===== src/rtl/ascii2nt_packer.sv =====
// Streaming ASCII-to-nucleotide converter that packs CHARS_IN-character beats into NT_OUT-slot words.
// Optional invalid-character counter on err_cnt is enabled by defining ASCII2NT_ERRCNT_EN.
module ascii2nt_packer #(
  parameter int CHARS_IN = 8,
  parameter int NT_OUT   = 32,
  parameter int CNT_W    = $clog2(NT_OUT) + 1
) (
  input  logic                      clk,
  input  logic                      rst_n,
  input  logic [8*CHARS_IN-1:0]     in_data,
  input  logic [$clog2(CHARS_IN):0] in_cnt,
  input  logic                      in_last,
  input  logic                      in_complement,
  input  logic                      in_valid,
  output logic                      in_ready,
  output logic [4*NT_OUT-1:0]       out_data,
  output logic [CNT_W-1:0]          out_cnt,
  output logic                      out_last,
  output logic                      out_valid,
  input  logic                      out_ready,
  output logic [15:0]               err_cnt
);

  localparam int IN_CNT_W = $clog2(CHARS_IN) + 1;
  localparam int BEATS    = NT_OUT / CHARS_IN;

  typedef enum logic [3:0] {
    NT_N = 4'd0,
    NT_A = 4'd1,
    NT_C = 4'd2,
    NT_G = 4'd3,
    NT_T = 4'd4
  } nt_e;

  // OR-ing in 0x20 folds upper case onto lower case; no other byte lands on these letters.
  function automatic nt_e ascii2nt(input logic [7:0] ch, input logic comp);
    nt_e nt;
    nt_e nt_c;
    case (ch | 8'h20)
      8'h61:   nt = NT_A;
      8'h63:   nt = NT_C;
      8'h67:   nt = NT_G;
      8'h74:   nt = NT_T;
      default: nt = NT_N;
    endcase
    case (nt)
      NT_A:    nt_c = NT_T;
      NT_T:    nt_c = NT_A;
      NT_C:    nt_c = NT_G;
      NT_G:    nt_c = NT_C;
      default: nt_c = NT_N;
    endcase
    return comp ? nt_c : nt;
  endfunction

  function automatic logic is_nt(input logic [7:0] ch);
    case (ch | 8'h20)
      8'h61, 8'h63, 8'h67, 8'h6e, 8'h74: return 1'b1;
      default:                           return 1'b0;
    endcase
  endfunction

  logic                 accept;
  logic                 retire;
  logic                 complete;
  logic [CNT_W-1:0]     fill_q;
  logic [CNT_W-1:0]     n;
  logic [CNT_W-1:0]     fill_sum;
  logic [4*NT_OUT-1:0]  word_d;
  nt_e                  code [CHARS_IN];

  assign in_ready = !out_valid || out_ready;
  assign accept   = in_valid && in_ready;
  assign retire   = out_valid && out_ready;

  // Illegal last-beat counts (0 or above CHARS_IN) fall back to a full beat.
  always_comb begin
    n = CNT_W'(CHARS_IN);
    if (in_last && in_cnt != '0 && in_cnt <= IN_CNT_W'(CHARS_IN))
      n = CNT_W'(in_cnt);
  end

  assign fill_sum = fill_q + n;
  assign complete = (fill_sum == CNT_W'(NT_OUT)) || in_last;

  // NOTE: every variable written here gets a value before any conditional update, so no latch is inferred.
  always_comb begin
    word_d = (fill_q == '0) ? '0 : out_data;
    for (int i = 0; i < CHARS_IN; i++)
      code[i] = ascii2nt(in_data[8*i +: 8], in_complement);
    // The fill pointer is always beat-aligned, so only BEATS write positions exist.
    for (int b = 0; b < BEATS; b++) begin
      if (fill_q == CNT_W'(b * CHARS_IN)) begin
        for (int i = 0; i < CHARS_IN; i++) begin
          if (CNT_W'(i) < n)
            word_d[4*(b*CHARS_IN + i) +: 4] = code[i];
        end
      end
    end
  end

  // NOTE: state registers use non-blocking assignments so all of them update together at the edge.
  always_ff @(posedge clk) begin
    if (!rst_n) begin
      // NOTE: the accumulator doubles as the output register, so it is reset to keep unused slots at 0.
      out_data  <= '0;
      out_cnt   <= '0;
      out_last  <= 1'b0;
      out_valid <= 1'b0;
      fill_q    <= '0;
    end else begin
      if (retire)
        out_valid <= 1'b0;
      if (accept) begin
        out_data <= word_d;
        if (complete) begin
          out_valid <= 1'b1;
          out_cnt   <= fill_sum;
          out_last  <= in_last;
          fill_q    <= '0;
        end else begin
          fill_q <= fill_sum;
        end
      end
    end
  end

`ifdef ASCII2NT_ERRCNT_EN
  logic [IN_CNT_W-1:0] bad_cnt;
  logic [16:0]         err_sum;

  // A retiring last word clears the count first; the beat accepted on that edge still adds.
  always_comb begin
    bad_cnt = '0;
    for (int i = 0; i < CHARS_IN; i++) begin
      if (CNT_W'(i) < n && !is_nt(in_data[8*i +: 8]))
        bad_cnt = bad_cnt + IN_CNT_W'(1);
    end
    err_sum = (retire && out_last) ? 17'd0 : {1'b0, err_cnt};
    if (accept)
      err_sum = err_sum + 17'(bad_cnt);
  end

  always_ff @(posedge clk) begin
    if (!rst_n)
      err_cnt <= '0;
    else
      err_cnt <= err_sum[16] ? 16'hFFFF : err_sum[15:0];
  end
`else
  assign err_cnt = '0;
`endif

endmodule


===== config.mk =====
export PLATFORM = sky130hd
export DESIGN_NAME = ascii2nt_packer
export DESIGN_NICKNAME = d
export VERILOG_FILES = /design/src/rtl/ascii2nt_packer.sv
export SDC_FILE = /design/constraint.sdc
export NUM_CORES = 1
export LEC_CHECK = 0
export CORE_ASPECT_RATIO = 1.5
export CORE_MARGIN = 1
export CORE_UTILIZATION = 38
export CTS_CLUSTER_DIAMETER = 60
export DETAILED_ROUTE_END_ITERATION = 8
export GPL_TIMING_DRIVEN = 1
export PLACE_DENSITY = 0.71
export SLEW_MARGIN = 25
export SYNTH_ARGS = -nofsm -noshare
export SYNTH_HDL_FRONTEND = slang
export SYNTH_SLANG_ARGS = --single-unit

===== constraint.sdc =====
create_clock -name clk -period 4.3 [get_ports clk]
set_input_delay 0.645 -clock clk [delete_from_list [all_inputs] [get_ports clk]]
set_output_delay 0.645 -clock clk [all_outputs]
set_load 0.01 [all_outputs]

==> results of run 1 <==
[stage by stage]
stage	instances	instance area [um2]	total power, mW
floorplan	764	6400	1.53
global placement	1120	8380	1.65
detailed placement	1120	8380	1.65
CTS	1152	8970	3.10
global route	1152	8970	3.19
finish	1152	8970	3.08
[Yosys cell counts (8+ instances only)]
master | n | area share, %
and3_1 | 36 | 3.6
a22oi_1 | 30 | 3.6
nor3_1 | 15 | 1.2
or3_1 | 8 | 0.79
nand3b_1 | 8 | 0.95
buf_4 | 18 | 2.1
clkbuf_1 | 28 | 1.7
nand2_1 | 75 | 4.4
xor2_1 | 11 | 1.5
dfxtp_1 | 142 | 45
nand2b_1 | 13 | 1.3
nor2_1 | 90 | 5.3
a32oi_1 | 11 | 1.5
buf_2 | 9 | 0.71
and2_1 | 14 | 1.4
a21oi_1 | 52 | 4.1
o21ai_0 | 29 | 2.3
nand3_1 | 42 | 3.3
[metal layers]
layer  global-route usage [%]  routed length [um]
met5                        0                   0
met4                     12.0                 785
met3                     5.18                1180
met2                     41.3               10300
met1                     25.6                7890
[placed cells by master, fill, tap and decap left out, types with 17 or more instances in the layout]
cell type        count
clkdlybuf4s50_1    202
dfxtp_1            142
nor2_1              90
nand2_1             75
a21oi_1             52
nand3_1             42
and3_1              36
a22oi_1             30
o21ai_0             29
clkbuf_16           17
[report_power, final]
| part | internal (mW) | switching (mW) |
|---|---|---|
| Combinational | 0.117 | 0.178 |
| Sequential | 1.32 | 0.00584 |
| Clock | 0.873 | 0.586 |
[critical path: stages]
cell and delay (ps):
clkdlybuf4s50_1 470, nor2b_1 330, and2_1 250, ha_1 250
a21o_1 200, maj3_1 420, nor3b_1 180, nor2_1 390
o21a_1 220, a21oi_1 60
[final cells by class]
class                           count  area [um2]  area share, %
Sequential cell                   142        2840           31.7
Clock buffer                       20         447           4.98
Timing Repair Buffer              213        2100           23.5
Inverter                            6        22.5          0.251
Clock inverter                     12         138           1.53
Multi-Input combinational cell    553        3160           35.2
Tap cell                          206         258           2.87
[cells by family after synthesis]
kind of cell | after synthesis | share of synthesized area [%]
and+or+nand+nor | 357 | 29.4
AOI/OAI and AO/OA | 161 | 16.4
DFF | 142 | 44.8
buffers and inverters | 69 | 6.31
xor gates and xnor gates | 14 | 1.93
adders and majority gates | 5 | 1.07
other | 1 | 0.0591
[worst paths after layout]
path | startpoint | end | slack, ps | cells after the start
hold / removal | flop | flop | 450 | 2
setup reg to reg | fill_q[2] | out_data[85] | 1790 | 6
hold reg to reg | flop | flop | 450 | 2
setup / recovery | in_last | out_valid | 1140 | 10
==> results.txt, run 1 <==
The DRC violation count after routing is 0. The critical path data arrival time came out at around 3400 ps. The number of distinct library cells after synthesis came out at 69. The utilization after layout came out at 55.2%. The CTS tree is yes. The number of warnings printed during yosys synthesis came out at 0. The share of the cycle needed by the critical path after routing is approximately three quarters.

Global routing used a little under a quarter of the available tracks across all layers. The number of diodes is 0. The post-CTS resize count came out at 0.

The via count of the first global-routing pass came to around 5700. The number of fillers in the final layout is approximately 1500. The die covers 17200 um2. The largest net degree at the start of global routing is 95. IR analysis of the VDD net gives a maximum drop of between 0.0002 and 0.00025 V. The data required time of the worst path came out at 4560 ps. The global placer's final weighted congestion is approximately 0.85.

The highest clock rate came out at between 300 and 400 MHz. The least setup slack across all paths after layout came out at approximately 1100 ps. STA classifies the critical path endpoint as a flop. The insertion delay to the later sink of the worst-skew pair is 420 ps. The number of detailed-routing iterations run before antenna repair is 7. The cell sitting at the root of the clock tree is a clkbuf_16. The worst clock skew is ~13 ps.

Summed over all layers, the global routing overflow is 0. The horizontal die dimension is about 110 um. The clock transition at the registers of the reported paths is approximately 60 ps.

Buffers inserted to repair hold after CTS numbered 0. The remaining max-slew budget at the tightest pin came out at 30.8%. The height of the die came out at about 160 um. The floorplan has 57 rows.

The CTS buffer count is 17. The analysis attributes to cell leakage a power of between 3 and 4 nW. The number of vias in the routed layout is ~6000. The worst hold margin came out at approximately 450 ps. The post-synthesis async set-or-reset flop share is 0%. The power density over the cells came out at around 340 nW/um2.

The aggregate negative setup slack came out at 0 ps. Counting every sink on the clock net gives approximately 140. The number of endpoints failing setup at the final stage came out at 0. The final layout net count is a little over 1000.

Each instance of the synthesized netlist takes up on average around 8.5 um2. Of all nets on the critical path, the largest fanout is 8. The total half-perimeter wirelength after legalization and detailed placement came out at 14500 um. The setup path with the least slack is of type input port to flop. The worst-case clock buffer depth is 2.

The per-cell via count in the routed design came out at 5.34. Subtracting the final worst setup slack from the clock period gives 3160 ps. The number of port buffers is approximately 200. The synthesized design contains 142 register bits.

The detail-routed net length per standard cell came out at 17.5 um. The max-capacitance violation count came out at 0. The flow ran to the end, and the final reports show no timing, DRC or antenna violations. The core region is about 16000 um2.

The number of primary I/O pins is around 230. The startpoint type of the worst setup path is an input port. The buffer count from post-CTS setup fixing is 0. The H-tree was split into 4 levels.

The starting utilization of the core area is between 30 and 40%. Timing analysis after detailed placement gives a worst setup slack of 726 ps. The number of DRC markers after the initial detailed-route iteration is between 200 and 300. The share of final-layout standard cells stronger than drive strength 1 came out at ~6.6%.

The mapped netlist covers about 6300 um2. The slew at the pin with the worst max-slew slack came out at just over 1000 ps. The number of slew-limit violations in the final report came to 0.

Setup repair after global routing left no endpoint under its margin. The prevailing post-synth register cell is dfxtp_1. The initial antenna violation count is 0. Summed over all layers, the routed wires come to just over 20000 um. The synthesis-to-finish area growth is 41.4%. The first-pass GRT wire length is approximately 31000 um. Sequential elements use about 45% of the synthesized area. The total count of hold-check failures in the final report is 0. The post-synthesis cell count is approximately 750.

The number of flops mapped to enable cells by yosys came out at 0. The count of antenna-violating nets left after detailed routing is 0. The tightest min-delay check is of the flop to flop type.
Note: power is estimated with default switching activity, not from simulation.
==> run 2, diff against run 1 <==
- PLACE_DENSITY: 0.71 -> 0.73
- clock period: 4.3 -> 2.6 ns (I/O delays scaled with it)
==> run 2 against run 1 <==
Sequential cell count stayed put. Combinational power rose by 82%. Cell area grew 4.0%. Critical path depth is the same. Non-clock buffer count up 42. Largest power group unchanged. Clock skew decreased by 4.9 ps.
==> results.txt, run 2 (synthesized netlist as in run 1, its figures left out) <==
The run finished with clean final reports. The number of primary I/O pins came to 227 (unchanged). The worst-case clock buffer depth is 2 (unchanged). The power density over the cells was 540 nW/um2 (+57%). The share of final-layout standard cells stronger than drive strength 1 was 11.0% (+4.4 points). The setup slack of the worst register-to-register path is 340 ps (-1450 ps).

The height of the die came out at 160 um (unchanged). The total count of hold-check failures in the final report is 0 (unchanged). The total half-perimeter wirelength after legalization and detailed placement came out at 15100 um (+4.1%). The shortest clock period the worst path allows after layout is 2490 ps.

The largest net degree at the start of global routing is 95 (unchanged). The number of detailed-routing iterations run before antenna repair came out at 7 (unchanged). The number of levels in the clock H-tree is 4 (unchanged). The leakage power came out at 3.47 nW (+6.6%). The clock root buffer is clkbuf_16. The CTS tree is yes. The worst min-delay path class is flop to flop.

The total track usage came to 24.1% (+0.75 points). The data required time of the worst path came out at 2950 ps (-1610 ps). The number of port buffers is 202 (unchanged). The worst setup path is launched from an input port. The most common cell after layout, fill and taps aside is clkdlybuf4s50_1. The insertion delay to the later sink of the worst-skew pair was 420 ps (about the same). The max-capacitance violation count came to 0 (unchanged). The aggregate negative setup slack is 0 ps (unchanged). The worst setup path is captured at a flop. The number of vias in the routed layout was 6268 (+1.8%). The via count of the first global-routing pass came to 5905 (+3.9%). The global placer's final weighted congestion came to 0.883 (+3.9%). The count of antenna-violating nets left after detailed routing is 0 (unchanged). The startpoint-to-endpoint class of the critical path is input port to flop.

The depth of the worst register-to-register path was 7 (+1). Setup repair after global routing left no endpoint under its margin. The final wirelength is 20400 um (+1.4%). The DRC violation count after routing is 0 (unchanged).

The per-cell via count in the routed design came out at 5.26 (-1.6%). The initial antenna violation count was 0 (unchanged). The CTS buffer count came out at 17 (unchanged). The clock transition at the registers of the reported paths came to 60 ps (about the same). The largest individual stage delay along the critical path comes from the cell clkdlybuf4s50_1. The number of stages on the worst hold path came to 2 (unchanged). The synthesis-to-finish area growth is 47.0%.

The core region area came out at 16300 um2 (unchanged). The full die area came out at 17200 um2 (unchanged). The detail-routed net length per standard cell came out at 17.1 um (-2.0%). The number of sinks driven by the clock tree is 142 (unchanged). The maximum vdd ir drop came out at 0.000372 V (+60%). The number of standard-cell rows in the floorplan came out at 57 (unchanged). The first-pass GRT wire length came out at 31900 um (+4.0%). The starting utilization of the core area is 39.0% (unchanged). The number of DRC markers after the initial detailed-route iteration is 309 (+3.3%). The slew at the pin with the worst max-slew slack came to 919 ps (-120 ps). The endpoint identified for the worst register-to-register timing path is fill_q[5]. The overflow left after global routing is 0 (unchanged). The number of fillers in the final layout is 1475 (-2.3%). The worst clock skew came to 8.57 ps (-4.87 ps). The maximum fanout count along the critical path is 5 (-3). The utilization after layout came out at 57.4% (+2.2 points). The buffering stage count on the worst path with inverters included is 1 (unchanged). On the critical path the largest part of the delay comes from simple AND/OR/NAND/NOR gates.

Leaving out fill and tap cells, the most frequent cells in the layout are clkdlybuf4s50_1 (202), dfxtp_1 (142), nor2_1 (89). The number of slew-limit violations in the final report came to 0 (unchanged). The remaining max-slew budget at the tightest pin came to 38.5% (+7.7 points).

The horizontal die dimension is 107 um (unchanged). The critical path data arrival time came to 2840 ps (-570 ps). In the finished design, the share of the clock period the worst path needs comes to a little over nine tenths. The highest clock rate came out at approximately 400 MHz. In this run the critical register-to-register path is launched from fill_q[1]. The signal on the critical path passes through clkdlybuf4s50_1, nor2b_4, and2_1, ha_1, fa_2, a211o_2, o211a_1, nand3_2, or3b_1, a21oi_1. The final layout net count was 1053 (+4.2%). The highest cell delay on the worst timing path came out at 530 ps (+60 ps).

The number of diodes came out at 0 (unchanged). The number of endpoints failing setup at the final stage is 0 (unchanged). The hold buffer count at cts was 0 (unchanged).
[run 2: how the worst max path moves through the flow]
stage                 end  slack [ps]       from  cells after the start
2_1_floorplan  out_cnt[3]        -100  in_cnt[1]                     11
3_3_place_gp   out_cnt[3]        -320  in_cnt[3]                     10
3_5_place_dp    fill_q[5]        -350  in_cnt[3]                     10
4_1_cts         fill_q[5]          70  in_cnt[3]                     10
5_1_grt        out_cnt[3]          20  in_cnt[3]                     11
6_report        fill_q[5]         110  in_cnt[3]                     10
[run 2: timing repair]
action,CTS,global route
resized for setup,0,1
endpoints found under the hold margin,0,0
setup buffers,0,0
setup endpoints to repair,0,7
[run 2: tightest hold or removal path, delay by kind of cell, from the launching register on]
family / cells / cell delay (ps)
AOI/OAI and AO/OA: 1 / 50
DFF: 1 / 300
and+or+nand+nor: 1 / 50
[run 2: through the flow]
stage                     setup slack [ps]  power, mW  hold WS [ps]  area (um2)  cells
final                                  106       5.04           452        9330   1192
after global routing                  18.3       5.22           473        9330   1192
after CTS                             73.1       5.07           453        9330   1192
after detailed placement              -352       2.78           443        8770   1162
after global placement                -324       2.78           433        8770   1162
after floorplan                       -100       2.54           467        6450    764
[run 2: routing by layer]
layer,GRT usage [%],vias to the layer above,share of wire [%]
met5,0,-,0
met4,12.8,0,4.2
met3,3.92,51,5.0
met2,42.5,219,51
met1,27.3,2921,40
li1,-,3077,-
[run 2: layout make-up]
cell class              instances  area, um2  area share (%)
multi-input cells             553       3190            34.2
inverters                       6       22.5           0.241
repair buffers                255       2460            26.3
clock buffers                  21        470            5.04
clock inverters                 9       87.6           0.939
well taps                     206        258            2.76
flip-flops and latches        142       2840            30.5
[run 2: power breakdown]
group / switching, mW / internal, mW / leakage, nW / total, mW
combinational: 0.303 / 0.235 / 2.07 / 0.538
clock: 0.924 / 1.38 / 0.263 / 2.30
sequential: 0.0102 / 2.19 / 1.14 / 2.20
total: 1.24 / 3.80 / 3.47 / 5.04
==> run 3, diff against run 2 <==
- ABC_AREA: not set -> 1
- CELL_PAD_IN_SITES_DETAIL_PLACEMENT: not set -> 0
- CELL_PAD_IN_SITES_GLOBAL_PLACEMENT: not set -> 2
- CORE_UTILIZATION: 38 -> 21
- PLACE_DENSITY: 0.73 -> 0.76
==> run 3 against run 2 <==
Final cell count is 34% higher. Critical endpoint is now out_last. Utilization decreased by 25 points. Clock skew up 1.2 ps. Register-to-register slack better by 210 ps. Cell area up 5.7%. First-iteration DRC count down 29%. Largest cell class unchanged. Area after synthesis is 1.7% higher. Sequential power up 2%. Critical path depth is 8 higher. Die area grew 83%. Setup slack gained 310 ps. Combinational power up 33%.
==> results.txt, run 3 <==
The final layout net count is 1257 (+19%). The number of vias in the routed layout was 6614 (+5.5%). The starting utilization of the core area came out at 21.3% (-18 points). The critical path data arrival time is 2490 ps (-350 ps).

The CTS buffer count was 17 (unchanged). The data required time of the worst path came to 2910 ps (-40 ps). The placed standard-cell area came to 9160 um2 (+4.5%). The initial antenna violation count is 0 (unchanged).

The most frequently used cell type in the post-synthesis netlist is nand2_1. The max-capacitance violation count came out at 0 (unchanged). The via count of the first global-routing pass came out at 6711 (+14%). The number of DRC markers after the initial detailed-route iteration is 218 (-29%).

The total non-filler cell area in the finished layout is 9860 um2 (+5.7%). The insertion delay to the later sink of the worst-skew pair came to 430 ps (about the same). Sorting the synthesized cells by how often they occur yields nand2_1 (280), dfxtp_1 (142), nor2_1 (106). The prevailing post-synth register cell is dfxtp_1. The number of levels in the clock H-tree came to 4 (unchanged).

The number of fillers in the final layout came out at 3318 (+120%). The number of flops mapped to enable cells by yosys came out at 0 (unchanged). The number of distinct library cells after synthesis was 39 (-43%). The full die area is 31500 um2 (+83%).

The average cell area after synthesis came to 6.88 um2 (-19%). The sequential fraction of the synthesis area is 44.0% (-0.76 points). The fraction of synthesized cell area taken by the top area cell type is 44.0% (-0.76 points).

Setup repair after global routing left no endpoint under its margin. The number of detailed-routing iterations run before antenna repair is 4 (-3). The number of primary I/O pins is 227 (unchanged). The hold buffer count at cts is 0 (unchanged).

The startpoint identified for the worst hold timing path is rst_n. The detail-routed net length per standard cell was 15.5 um (-9.5%). The post-synthesis cell count came out at 938 (+25%). The number of sinks driven by the clock tree is 142 (unchanged). Relative to the synthesized area, the layout overhead comes to 52.7%.

The share of the cycle needed by the critical path after routing came out at 83.9% (-12 points). Leaving out fill and tap cells, the most frequent cells in the layout are nand2_1 (280), clkdlybuf4s50_1 (196), dfxtp_1 (142). The number of flip-flops and latches in the synthesized netlist came to 142 (unchanged). The height of the die is 217 um (+35%).

The final wirelength came out at 24700 um (+21%). The post-synthesis async set-or-reset flop share came out at 0% (unchanged). The number of port buffers is 202 (unchanged). The power density over the cells came out at 571 nW/um2 (+5.7%).

The least setup slack across all paths after layout is 420 ps (+314 ps). The shortest clock period the worst path allows after layout came out at 2180 ps (-314 ps). The startpoint-to-endpoint class of the critical path is input port to flop. The number of standard-cell rows in the floorplan came out at 78 (+37%). The leakage power was 3.98 nW (+15%).

The worst hold margin was 377 ps (-74.7 ps). The aggregate negative setup slack was 0 ps (unchanged). The flow ran to the end, and the final reports show no timing, DRC or antenna violations. The post-synthesis instance area came out at 6450 um2 (+1.7%).

The clock transition at the registers of the reported paths is 60 ps (about the same). The worst-case clock buffer depth came out at 2 (unchanged). The overflow left after global routing came out at 0 (unchanged). The min-delay analysis places its worst path in the category input port to flop. Clock tree synthesis selected as its root buffer the cell clkbuf_16. The per-cell via count in the routed design was 4.15 (-21%). The share of final-layout standard cells stronger than drive strength 1 is 11.9% (+0.96 points).

The total count of hold-check failures in the final report came out at 0 (unchanged). The number of endpoints failing setup at the final stage is 0 (unchanged). The total track usage came out at 16.0% (-8.1 points). The worst setup path is captured at a flop. The maximum fanout count along the critical path is 3 (-2).

The largest net degree at the start of global routing came out at 55 (-42%). The number of warnings printed during yosys synthesis is 0 (unchanged). The horizontal die dimension is 145 um (+35%). The number of diodes came out at 0 (unchanged). The maximum vdd ir drop is 0.000428 V (+15%). The first-pass GRT wire length was 37700 um (+18%). The worst reg2reg path startpoint is fill_q[0]. By area the synthesized netlist is led by dfxtp_1 (44%), nand2_1 (16%), a21oi_1 (8.0%). The most common cell after layout, fill and taps aside is nand2_1.

The largest total area in the synthesized netlist belongs to dfxtp_1. The count of antenna-violating nets left after detailed routing is 0 (unchanged). The overall power consumption is 5.63 mW (+12%).

TritonCTS built the clock tree. The core region area came to 30300 um2 (+86%). The worst setup path is launched from an input port. The total half-perimeter wirelength after legalization and detailed placement came to 19600 um (+30%). The global placer's final weighted congestion came to 0.781 (-12%). The worst clock skew is 9.78 ps (+1.21 ps). The DRC violation count after routing came out at 0 (unchanged).

The highest clock rate came to 459 MHz (+14%). The critical path starts at in_cnt[0]. The pre-CTS setup slack is -499 ps (-146 ps). The number of slew-limit violations in the final report came out at 0 (unchanged).
-- run 3: cell types whose count changed after synthesis, sizes merged, moves of 15 or more --
cell,change
a21oi,+51
a22oi,-30
and2,-15
and3,-35
inv,+94
nand2,+216
nand4,+16
nor2,+27
-- run 3: path summary, 6_finish.rpt --
| check | endpoint | slack [ps] | depth (start not counted) |
|---|---|---|---|
| max reg2reg | out_data[105] | 550 | 10 |
| min | out_data[107] | 380 | 3 |
| min reg2reg | out_data[123] | 430 | 2 |
| max | out_last | 420 | 18 |
-- run 3: cells by family (layout without fill, tap and decap cells) --
| group | after synthesis | count (layout) | share of synthesized area, % |
|---|---|---|---|
| AO/OA/AOI/OAI | 150 | 150 | 12.0 |
| multiplexers | 3 | 3 | 0.465 |
| adder cells (fa/ha/maj) | 4 | 4 | 0.892 |
| AND/OR/NAND/NOR | 489 | 490 | 32.5 |
| buffers and inverters | 149 | 387 | 10.0 |
| flip-flops | 142 | 142 | 44.0 |
| other | 1 | 16 | 0.0581 |
-- run 3: worst max-delay path: stages --
cell	delay [ps]
dlymetal6s2s_1	140
nor2_2	150
nand2_1	90
nand2_2	70
a21oi_2	40
nand2_1	90
inv_2	50
ha_4	160
fa_2	470
inv_2	60
nand2_1	60
nor2_2	110
nand2_1	70
nor2_2	120
nand3_2	150
buf_4	170
nand2_1	50
a21oi_1	50
-- run 3: final cells by class --
| type | instances | area [um2] | area share, % |
|---|---|---|---|
| well taps | 400 | 500 | 5.08 |
| clock inverters | 12 | 184 | 1.87 |
| repair buffers | 254 | 2440 | 24.8 |
| inverters | 101 | 379 | 3.85 |
| flip-flops and latches | 142 | 2840 | 28.8 |
| multi-input cells | 663 | 3060 | 31.0 |
| clock buffers | 20 | 447 | 4.53 |
-- run 3: where the power goes --
group | switching, mW | total, mW | leakage, nW | internal (mW)
logic | 0.416 | 0.717 | 2.52 | 0.300
clock network | 1.02 | 2.66 | 0.306 | 1.64
registers | 0.0257 | 2.25 | 1.15 | 2.22
total | 1.46 | 5.63 | 3.98 | 4.16
-- run 3: repair_timing --
action                     CTS  global route
cloned                       0             1
pin swaps                    0             7
setup buffers                0             2
resized for setup            1            14
setup endpoints to repair    5            13
-- run 3: per-stage QoR --
stage / utilization [%] / cells
2_1_floorplan: - / 953
3_3_place_gp: 30.3 / 1557
3_5_place_dp: 30.3 / 1557
4_1_cts: 32.4 / 1589
5_1_grt: 32.6 / 1592
6_report: 32.6 / 1592
-- run 3: layer usage --
| layer | GRT usage [%] | vias up | share of wire [%] |
|---|---|---|---|
| li1 | - | 3443 | - |
| met1 | 16.0 | 2992 | 38 |
| met2 | 31.2 | 154 | 55 |
| met3 | 3.96 | 25 | 5.0 |
| met4 | 6.32 | 0 | 2.6 |
| met5 | 0 | - | 0 |
